## config.mk

```make
export PLATFORM = sky130hd
export DESIGN_NAME = i2s_master_tx
export DESIGN_NICKNAME = d
export VERILOG_FILES = /design/src/rtl/i2s_master_tx.sv
export SDC_FILE = /design/constraint.sdc
export NUM_CORES = 1
export LEC_CHECK = 0
export BUFFER_PORTS_ARGS = -buffer_cell sky130_fd_sc_hd__clkbuf_2
export CORE_MARGIN = 1.5
export CORE_UTILIZATION = 62
export CTS_BUF_LIST = sky130_fd_sc_hd__clkbuf_4 sky130_fd_sc_hd__clkbuf_8 sky130_fd_sc_hd__clkbuf_16
export CTS_CLUSTER_SIZE = 20
export DETAILED_ROUTE_END_ITERATION = 6
export PLACE_DENSITY = 0.82
export RECOVER_POWER = 100
export SLEW_MARGIN = 20
export SYNTH_ARGS = -nofsm -noshare
export SYNTH_HDL_FRONTEND = slang
export SYNTH_SLANG_ARGS = --single-unit
```

## constraint.sdc

```tcl
create_clock -name clk -period 5.2 [get_ports clk]
set_input_delay 0.52 -clock clk [delete_from_list [all_inputs] [get_ports clk]]
set_output_delay 0.52 -clock clk [all_outputs]
set_load 0.05 [all_outputs]
```

## src/rtl/i2s_master_tx.sv

```systemverilog
// I2S master transmitter: derives BCLK/LRCLK from clk and shifts out stereo samples MSB first.
// Optional I2S_TX_HOLD_EN: on underrun repeat the previous pair instead of sending silence.
module i2s_master_tx #(
  parameter int DATA_WIDTH = 24,
  parameter int SLOT_BITS  = 32,
  parameter int BCLK_DIV   = 4
) (
  input  logic                  clk,
  input  logic                  reset,
  input  logic                  in_valid,
  output logic                  in_ready,
  input  logic [DATA_WIDTH-1:0] in_left,
  input  logic [DATA_WIDTH-1:0] in_right,
  output logic                  BCLK,
  output logic                  LRCLK,
  output logic                  DAT,
  output logic                  frame_start,
  output logic                  underrun
);

  localparam int CW = $clog2(2 * SLOT_BITS);
  localparam int DIVW = (BCLK_DIV > 1) ? $clog2(BCLK_DIV) : 1;
  localparam int IW = (DATA_WIDTH > 1) ? $clog2(DATA_WIDTH) : 1;
  localparam logic [CW-1:0] CNT_LAST = CW'(2 * SLOT_BITS - 1);
  localparam logic [CW-1:0] SLOT_C = CW'(SLOT_BITS);
  localparam logic [CW-1:0] DW_C = CW'(DATA_WIDTH);
  localparam logic [DIVW-1:0] DIV_LAST = DIVW'(BCLK_DIV - 1);

  logic [DIVW-1:0]       div_cnt_q, div_cnt_d;
  logic [CW-1:0]         bit_cnt_q, bit_cnt_d;
  logic                  bclk_q, bclk_d;
  logic                  lrclk_q, lrclk_d;
  logic                  dat_q, dat_d;
  logic                  frame_start_q, frame_start_d;
  logic                  underrun_q, underrun_d;
  logic                  buf_full_q, buf_full_d;
  logic [DATA_WIDTH-1:0] buf_l_q, buf_l_d, buf_r_q, buf_r_d;
  logic [DATA_WIDTH-1:0] smp_l_q, smp_l_d, smp_r_q, smp_r_d;

  logic [CW-1:0]         pos;
  logic [IW-1:0]         idx;
  logic [DATA_WIDTH-1:0] slot_smp;
  logic                  fall;

  assign in_ready    = !buf_full_q && !reset;
  assign BCLK        = bclk_q;
  assign LRCLK       = lrclk_q;
  assign DAT         = dat_q;
  assign frame_start = frame_start_q;
  assign underrun    = underrun_q;

  always_comb begin
    div_cnt_d     = div_cnt_q + DIVW'(1);
    bit_cnt_d     = bit_cnt_q;
    bclk_d        = bclk_q;
    lrclk_d       = lrclk_q;
    dat_d         = dat_q;
    frame_start_d = 1'b0;
    underrun_d    = 1'b0;
    buf_full_d    = buf_full_q;
    buf_l_d       = buf_l_q;
    buf_r_d       = buf_r_q;
    smp_l_d       = smp_l_q;
    smp_r_d       = smp_r_q;
    pos           = '0;
    idx           = '0;
    slot_smp      = '0;
    fall          = 1'b0;

    if (div_cnt_q == DIV_LAST) begin
      div_cnt_d = '0;
      bclk_d    = !bclk_q;
      fall      = bclk_q;
    end

    if (fall) begin
      bit_cnt_d = (bit_cnt_q == CNT_LAST) ? '0 : bit_cnt_q + CW'(1);
      lrclk_d   = (bit_cnt_d >= SLOT_C);
      pos       = lrclk_d ? bit_cnt_d - SLOT_C : bit_cnt_d;

      if (bit_cnt_d == '0) begin
        frame_start_d = 1'b1;
        if (buf_full_q) begin
          smp_l_d    = buf_l_q;
          smp_r_d    = buf_r_q;
          buf_full_d = 1'b0;
        end else begin
          underrun_d = 1'b1;
`ifdef I2S_TX_HOLD_EN
          smp_l_d = smp_l_q;
          smp_r_d = smp_r_q;
`else
          smp_l_d = '0;
          smp_r_d = '0;
`endif
        end
      end

      // Slot position 0 is the I2S one-bit delay; sample bits follow, then zero padding.
      slot_smp = lrclk_d ? smp_r_d : smp_l_d;
      if (pos != '0 && pos <= DW_C) begin
        idx   = IW'(DW_C - pos);
        dat_d = slot_smp[idx];
      end else begin
        dat_d = 1'b0;
      end
    end

    // A sample accepted on a load edge is not seen by that load; it waits a frame.
    if (in_valid && in_ready) begin
      buf_full_d = 1'b1;
      buf_l_d    = in_left;
      buf_r_d    = in_right;
    end
  end

  always_ff @(posedge clk) begin
    if (reset) begin
      div_cnt_q     <= '0;
      bit_cnt_q     <= CNT_LAST;
      bclk_q        <= 1'b0;
      lrclk_q       <= 1'b1;
      dat_q         <= 1'b0;
      frame_start_q <= 1'b0;
      underrun_q    <= 1'b0;
      buf_full_q    <= 1'b0;
      buf_l_q       <= '0;
      buf_r_q       <= '0;
      smp_l_q       <= '0;
      smp_r_q       <= '0;
    end else begin
      div_cnt_q     <= div_cnt_d;
      bit_cnt_q     <= bit_cnt_d;
      bclk_q        <= bclk_d;
      lrclk_q       <= lrclk_d;
      dat_q         <= dat_d;
      frame_start_q <= frame_start_d;
      underrun_q    <= underrun_d;
      buf_full_q    <= buf_full_d;
      buf_l_q       <= buf_l_d;
      buf_r_q       <= buf_r_d;
      smp_l_q       <= smp_l_d;
      smp_r_q       <= smp_r_d;
    end
  end

endmodule
```

Word-level counts from Yosys, hierarchy flattened
Index checks and enable logic that the tools add are counted.
Cells by class
  $add $sub $neg: 4
  reductions and logical operators: 14
  order comparisons: 3
  equal/unequal tests: 2
  mux-type cells: 18
  bitwise operators: 2
Operators by type and width (count)
  2-to-1 mux 24 bit: 7
  2-to-1 mux 6 bit: 2
  2-to-1 mux 1 bit: 8
  adder 6 x 1 -> 6 bit (second input constant): 1
  equality test 6 bit (second input constant): 1
  >= comparator 6 bit (second input constant): 1
  <= comparator 6 x 5 -> 1 bit (second input constant): 1
  logical NOT 6 bit: 1
  < comparator 5 x 6 -> 1 bit (second input constant): 1
  nonzero test 6 bit: 1
  subtractor 6 bit (second input constant): 1
  binary-select mux 1 bit (select 5 bit): 1
  subtractor 5 bit (first input constant): 1
  nonzero test 2 bit: 2
  OR reduction 2 bit: 2
  logical AND 1 bit: 3
  logical NOT 1 bit: 3
  OR reduction 3 bit: 1
  adder 2 x 1 -> 2 bit (second input constant): 1
  equality test 2 bit (second input constant): 1
  inverter 1 bit: 2
  AND reduction 2 bit: 1
Storage, ports and cells
  flip-flop bits (word level): 110
  logic and storage cells: 55
  output and inout port bits: 6

Longest topological paths before layout
Gate-level depths: netlist of the first run.
  depth after elaboration: 9
  mapped depth: 11

Worst setup path before layout of the first run
OpenSTA, ideal clock, no wires.
  path type: register -> register
  from: register bit_cnt_q[1]
  to: register dat_q (netlist: DAT)
  buffers on the path: 2
  required time: 5.071 ns
  setup slack: 2.842 ns
  arrival time: 2.230 ns
  cell stages (with the launch flop): 8
  period minus slack after synthesis: 2.358 ns
  cells stage by stage: dfxtp_1 > ha_1 > clkbuf_1 > clkbuf_1 > mux4_2 > a311oi_1 > o221a_2 > a221oi_1
On the way
  word-level cells in the longest chain between the ends: 9
  elaborated cells on any way between the ends: 19
RTL lines
  from (decl): RTL line 30  | logic [CW-1:0] bit_cnt_q, bit_cnt_d;
  from (signal assigned): RTL line 133  | bit_cnt_q <= bit_cnt_d;
  adder 6 x 1 -> 6 bit / equality test 6 bit (equally long branches): RTL line 77  | bit_cnt_d = (bit_cnt_q == CNT_LAST) ? '0 : bit_cnt_q + CW'(1);
  2-to-1 mux 6 bit *: RTL line 77
  parallel branches: the longest is 6 deep, another holds subtractor 6 bit
  2-to-1 mux 1 bit *: RTL line 101  | if (pos != '0 && pos <= DW_C) begin
  to (signal assigned): RTL line 136  | dat_q <= dat_d;
  to (decl): RTL line 33  | logic dat_q, dat_d;
Every way passes the cells marked *. The select of a mux whose other input is x is not followed.
A chain may end at the register's enable or synchronous reset.

Final worst setup path of the first run
  from: register bit_cnt_q[0]
  to: register smp_l_q[13]
On the way
  word-level cells in the longest chain between the ends: 5
  elaborated cells on any way between the ends: 6
RTL lines
  adder 6 x 1 -> 6 bit / equality test 6 bit (equally long branches): RTL line 77
  2-to-1 mux 6 bit *: RTL line 77
  logical NOT 6 bit *: RTL line 81  | if (bit_cnt_d == '0) begin
  2-to-1 mux 24 bit *: RTL line 81
  2-to-1 mux 24 bit *: RTL line 76  | if (fall) begin
  to (signal assigned): RTL line 142  | smp_l_q <= smp_l_d;
  to (decl): RTL line 38  | logic [DATA_WIDTH-1:0] smp_l_q, smp_l_d, smp_r_q, smp_r_d;
Mark *: on every way between the ends. The rest lies on a longest branch, timed or not. The select of a mux whose other input is x is not followed.

==> results.py, run 1 <==
metrics = {
    "synthesis": {
        "synth_xor_area_frac": 0.008872,
        "synth_top_cell_by_area": "dfxtp_1",
        "synth_seq_area_share": 0.4461,
        "synth.yosys.warnings": 0,
        "netlist_area_sq_um": 4936,
        "synth.avg_cell_area_sq_um": 8.254,
        "synth_top_family_by_area": "simple AND/OR/NAND/NOR gates",
        "synth_cells": 598,
        "synth_ff_type": "dfxtp_1",
        "synth_top_cell_area_share": 0.4461,
        "synth_area_leaders": "dfxtp_1 45%, nand2_1 7.9%, nand2b_1 6.5%",
        "synth.distinct_cells": 56,
        "synth_mux_area_frac": 0.02053,
        "ys_ff_latch": 110,
        "synth_compound_area_frac": 0.2180,
        "synth-simple-area-share": 0.2510,
        "syn_nets": 651,
        "async_reset_ff_frac": 0,
        "synth_adder_area_share": 0.005070,
        "synth_edf_count": 0,
    },
    "routing": {
        "dr.max_layer_used": "met4",
        "dr_total_vias": 4294,
        "routedWlPerCell_microns": 15.99,
        "viasPerCell": 5.906,
        "drtAntennaViolNets": 0,
        "drt-total-wl_microns": 11630,
        "dr_wl_met3_microns": 614,
        "met2_wirelength_microns": 5591,
        "first_pass_iters": 5,
        "routedLengthMet1_microns": 5235,
        "drt_iter0_drc": 349,
        "remaining_drc_errors": 0,
    },
    "power_and_ir_drop": {
        "p_seq_frac": 0.585,
        "p_comb_frac": 0.077,
        "p_leak_nw": 1.966,
        "powerDensity_nw_per_um2": 286.7,
        "intPower_mw": 1.120,
        "peakVddDrop_uv": 202.5,
        "p_sw_mw": 0.4091,
        "p_clk_frac": 0.338,
        "swShare": 0.2676,
    },
    "sta": {
        "rsz0062_at_grt": "false",
        "holdWs_ns": 0.3286,
        "hold_violations": 0,
        "slew_headroom": -0.3010,
        "period_share": 0.7309,
        "finalClockSkew_ns": 0.009969,
        "setup-violations-final": 0,
        "clock.fmax_mhz": 263.1,
        "min_period_ns": 3.801,
        "fin_tns_setup_ns": 0,
        "worst_pin_slew_ns": 1.952,
        "drv_slew": 121,
    },
    "grt": {
        "grtUsageTotal": 0.2857,
        "grt_pass1_vias": 4085,
        "grt_overflow": 0,
        "grt_max_degree": 97,
        "grt_pass1_wl_microns": 19400,
        "antenna_found_initial": 0,
    },
    "die": {
        "die_area_sq_um": 8505,
        "num_rows": 32,
        "io_pins": 57,
        "initial_core_util": 0.6388,
        "die_x_microns": 92.23,
        "die_h_microns": 92.23,
        "core_area_sq_um": 7727,
    },
    "clocking": {
        "numCtsBuffers": 9,
        "cts_sinks": 110,
        "clock-root-buffer": "clkbuf_8",
        "clockBufferDepth": 2,
        "h-tree-depth": 3,
        "cts_resized": 0,
        "post-cts-setup-buffers": 0,
        "clock_latency_ns": 0.37,
        "hold_buffers": 0,
        "cts_tree": "done",
        "path_clk_slew_ns": 0.12,
    },
    "worst_setup_path": {
        "cp-start-kind": "register",
        "end_kind": "register",
        "worst_ep_arrival_time_ns": 4.07,
        "reg2reg_slack_ns": 1.40,
        "worst_r2r_path_depth": 7,
        "r2r-end": "smp_l_q[13]",
        "reg2reg_from": "bit_cnt_q[0]",
        "crit_type": "register to register",
        "crit_path_max_fanout": 31,
        "cp.required_ns": 5.47,
    },
    "final_layout": {
        "antenna_cells": 0,
        "drive_gt1_frac": 0.1360,
        "final_cell_mix": "110 x dfxtp_1, 104 x nand2_1, 53 x o21ai_0",
        "final_nets": 673,
        "layout_commonest_cell": "dfxtp_1",
        "area_growth_pct": 8.035,
    },
    "worst_hold_path": {
        "holdPathStages": 3,
        "hold_class": "primary input to register",
        "holdPathEnd": "buf_r_q[21]",
        "worstHoldStart": "in_right[21]",
    },
    "job": {
        "cap_violations": 3,
    },
    "placed_design": {
        "hpwl_microns": 7912,
        "port_buffers": 56,
        "gp_congestion": 0.9569,
    },
    "outcome": {
        "violations": "capacitance limit, slew limit",
        "outcome": "complete, but fails checks",
    },
}
[how the worst max path moves through the flow]
| stage | start | end | slack (ns) | cells past startpoint |
|---|---|---|---|---|
| 2_1_floorplan | bit_cnt_q[1] | DAT | 2.84 | 7 |
| 3_3_place_gp | bit_cnt_q[2] | smp_l_q[7] | 2.14 | 8 |
| 3_5_place_dp | bit_cnt_q[2] | smp_r_q[12] | 1.98 | 6 |
| 4_1_cts | bit_cnt_q[2] | smp_l_q[13] | 1.92 | 6 |
| 5_1_grt | bit_cnt_q[0] | smp_l_q[13] | 1.05 | 7 |
| 6_report | bit_cnt_q[0] | smp_l_q[13] | 1.40 | 7 |
[registers in the layout (all words and copies together) (netlist names)]
register	count
buf_r_q	24
LRCLK	1
buf_full_q	1
div_cnt_q	2
smp_r_q	24
bit_cnt_q	6
frame_start	1
DAT	1
underrun	1
buf_l_q	24
BCLK	1
smp_l_q	24
[metrics by stage]
stage               setup slack, ns  instance area [sq um]  utilization  cells  power [mW]
global route                  1.046                   5333       0.6901    727       1.595
floorplan                     2.842                   4936            -    598      0.9894
CTS                           1.920                   5360       0.6937    727       1.534
global placement              2.138                   5160       0.6677    711       1.026
finish                        1.399                   5333       0.6901    727       1.529
detailed placement            1.980                   5160       0.6677    711       1.030
[Yosys cell counts (2+ instances only)]
cell	n
o21ai_0	53
o221a_2	3
buf_2	13
mux2_2	3
nor2_1	20
a311oi_1	3
dfxtp_1	110
buf_6	2
inv_1	5
and3_1	8
a21oi_1	39
mux4_2	3
o32ai_1	5
ha_1	2
buf_4	2
nand2_1	104
a31oi_1	7
o21bai_1	4
clkbuf_1	34
a211o_1	3
nand2b_1	51
xnor2_1	4
o22ai_1	2
or3_1	2
nand3_1	48
nand3b_1	2
nor3b_1	2
a22o_1	19
o31a_1	2
and2_1	5
nor3_1	5
a211oi_1	6
a21boi_0	4
[per-layer routing]
metal,GRT usage,vias up
met3,0.04146,18
met1,0.3768,1995
met5,0,-
met4,0.09103,0
met2,0.4815,134
li1,-,2147
[cells by family after synthesis]
logic type / Yosys count
AO/OA/AOI/OAI: 166
adder cells (fa/ha/maj): 2
multiplexers: 6
buffers and inverters: 56
XOR/XNOR: 5
flip-flops: 110
AND/OR/NAND/NOR: 253
[power by group through the flow]
stage | clock [mW] | combinational (mW) | sequential (mW)
floorplan | 0 | 0.0824 | 0.907
detailed placement | 0 | 0.116 | 0.914
global route | 0.565 | 0.132 | 0.899
finish | 0.517 | 0.117 | 0.895
CTS | 0.522 | 0.117 | 0.895
global placement | 0 | 0.113 | 0.913
[area by class of cell]
class | instances | area (sq um)
timing repair buffer | 62 | 306.5
tap | 102 | 127.6
multi-input combinational | 432 | 2477
sequential | 110 | 2202
fill | 642 | 2395
clock inverter | 6 | 62.56
clock buffer | 10 | 137.6
inverter | 5 | 18.77
[critical path, stage by stage, from the launching register on]
cell and delay, ns:
dfxtp_1 0.56, ha_1 0.36, nand2_1 0.20, o22a_1 0.49, nor3_1 0.26, clkbuf_1 1.03, nor2_2 0.41, a22o_1 0.38
Note: power is estimated with default switching activity, not from simulation.
==> run 2: changes to the inputs <==
--- a/config.mk
+++ b/config.mk
@@ -7,11 +7,11 @@
 export LEC_CHECK = 0
 export BUFFER_PORTS_ARGS = -buffer_cell sky130_fd_sc_hd__clkbuf_2
 export CORE_MARGIN = 1.5
-export CORE_UTILIZATION = 62
+export CORE_UTILIZATION = 52
 export CTS_BUF_LIST = sky130_fd_sc_hd__clkbuf_4 sky130_fd_sc_hd__clkbuf_8 sky130_fd_sc_hd__clkbuf_16
 export CTS_CLUSTER_SIZE = 20
 export DETAILED_ROUTE_END_ITERATION = 6
-export PLACE_DENSITY = 0.82
+export PLACE_DENSITY = 0.73
 export RECOVER_POWER = 100
 export SLEW_MARGIN = 20
 export SYNTH_ARGS = -nofsm -noshare
==> constraint.sdc (replaced) <==
create_clock -name clk -period 3.3 [get_ports clk]
set_input_delay 0.33 -clock clk [delete_from_list [all_inputs] [get_ports clk]]
set_output_delay 0.33 -clock clk [all_outputs]
set_load 0.05 [all_outputs]
==> run 2 against run 1 <==
Net effect: the flow now finishes without violations; clock power up 57%; final cell count rose by 4.4%; register-to-register slack got worse by 0.98 ns; power grew 57%; routed wire length rose by 1.1%; setup slack worse by 0.98 ns.
==> results.py, run 2 (synthesis gave the netlist of run 1 again) <==
metrics = {
    "final_layout": {
        "area_growth_pct": 9.658,
        "multiInputGateArea_sq_um": 2481,
        "design_area_sq_um": 5413,
        "seq_area_sq_um": 2202,
        "final_cell_mix": "110 x dfxtp_1, 105 x nand2_1, 53 x o21ai_0",
        "layout_commonest_cell": "dfxtp_1",
        "final_nets": 678,
        "drive_gt1_frac": 0.1476,
        "fill_cells": 845,
        "antenna_cells": 0,
    },
    "sta": {
        "hold_violations": 0,
        "clock.fmax_mhz": 347.3,
        "slew_headroom": 0.3296,
        "fin_tns_setup_ns": 0,
        "period_share": 0.8724,
        "worst_pin_slew_ns": 1.004,
        "min_period_ns": 2.879,
        "setup-violations-final": 0,
        "finalClockSkew_ns": 0.01059,
        "rsz0062_at_grt": "false",
        "drv_slew": 0,
    },
    "worst_hold_path": {
        "worstHoldStart": "in_right[8]",
        "holdPathStages": 3,
        "hold_class": "primary input to register",
        "holdPathEnd": "buf_r_q[8]",
    },
    "clocking": {
        "post-cts-setup-buffers": 0,
        "cts_tree": "done",
        "h-tree-depth": 3,
        "numCtsBuffers": 9,
        "clock_latency_ns": 0.37,
        "clockBufferDepth": 2,
        "cts_resized": 0,
        "path_clk_slew_ns": 0.11,
        "hold_buffers": 0,
        "clock-root-buffer": "clkbuf_8",
        "cts_sinks": 110,
    },
    "worst_setup_path": {
        "r2r-end": "smp_r_q[6]",
        "crit_type": "register to register",
        "reg2reg_slack_ns": 0.42,
        "worst_r2r_path_depth": 7,
        "crit_path_max_fanout": 30,
        "end_kind": "register",
        "reg2reg_from": "bit_cnt_q[2]",
        "cp.required_ns": 3.61,
        "cp-start-kind": "register",
        "worst_ep_arrival_time_ns": 3.19,
    },
    "die": {
        "num_rows": 35,
        "io_pins": 57,
        "die_area_sq_um": 10090,
        "die_x_microns": 100.4,
        "initial_core_util": 0.5342,
        "die_h_microns": 100.4,
        "core_area_sq_um": 9240,
    },
    "routing": {
        "viasPerCell": 5.622,
        "routedWlPerCell_microns": 15.49,
        "drtAntennaViolNets": 0,
        "drt_iter0_drc": 293,
        "dr_total_vias": 4267,
        "drt-total-wl_microns": 11760,
        "remaining_drc_errors": 0,
        "first_pass_iters": 4,
    },
    "grt": {
        "grt_max_degree": 56,
        "grt_overflow": 0,
        "grtUsageTotal": 0.2451,
        "grt_pass1_vias": 3952,
        "grt_pass1_wl_microns": 19490,
        "antenna_found_initial": 0,
    },
    "placed_design": {
        "port_buffers": 56,
        "placed_cell_area_sq_um": 5234,
        "gp_congestion": 0.9445,
        "hpwl_microns": 8134,
    },
    "power_and_ir_drop": {
        "peakVddDrop_uv": 307.4,
        "p_leak_nw": 2.009,
        "powerDensity_nw_per_um2": 444.5,
    },
    "job": {
        "cap_violations": 0,
    },
    "outcome": {
        "outcome": "finished, final reports clean",
    },
}
-- run 2: metrics by stage --
stage / util / hold WS (ns) / worst slack (ns) / total power, mW / std cells
finish: 0.5858 / 0.1377 / 0.4209 / 2.406 / 759
global route: 0.5858 / 0.1351 / 0.1400 / 2.509 / 759
CTS: 0.5877 / 0.1308 / 0.4706 / 2.427 / 759
detailed placement: 0.5664 / 0.4192 / 0.4961 / 1.627 / 743
global placement: 0.5661 / 0.4130 / 0.5298 / 1.622 / 743
floorplan: - / 0.4043 / 0.9415 / 1.559 / 598
-- run 2: layout make-up --
type | count | share of cell area
clock buffers | 10 | 0.02427
clock inverters | 6 | 0.01202
flip-flops and latches | 110 | 0.4068
well taps | 129 | 0.02982
inverters | 5 | 0.003467
repair buffers | 67 | 0.06519
multi-input cells | 432 | 0.4584
-- run 2: layer usage --
metal | vias to the layer above | GRT usage | share of wire
met5 | - | 0 | 0
met3 | 16 | 0.04109 | 0.049
li1 | 2147 | - | -
met1 | 1990 | 0.3395 | 0.47
met2 | 114 | 0.3820 | 0.47
met4 | 0 | 0.09751 | 0.016
-- run 2: power breakdown --
part           internal [mW]  switching, mW  leakage, nW
combinational         0.0763          0.104         1.01
clock                  0.306          0.504        0.101
sequential              1.37         0.0411        0.895
total                   1.76          0.649         2.01
-- run 2: worst max-delay path by stage --
stage / depth (start not counted) / startpoint / slack [ns] / endpoint
global route: 7 / bit_cnt_q[2] / 0.14 / smp_r_q[0]
global placement: 6 / bit_cnt_q[2] / 0.53 / smp_l_q[16]
finish: 7 / bit_cnt_q[2] / 0.42 / smp_r_q[6]
floorplan: 7 / bit_cnt_q[1] / 0.94 / DAT
detailed placement: 9 / bit_cnt_q[0] / 0.50 / DAT
CTS: 9 / bit_cnt_q[0] / 0.47 / DAT
-- run 2: worst max-delay path, stage by stage (launching register included) --
cell and delay, ns:
dfxtp_1 0.69, nand3_1 0.37, o21ai_2 0.29, nand2_1 0.37
nor3_1 0.36, buf_4 0.39, nand3_1 0.14, a21oi_1 0.19
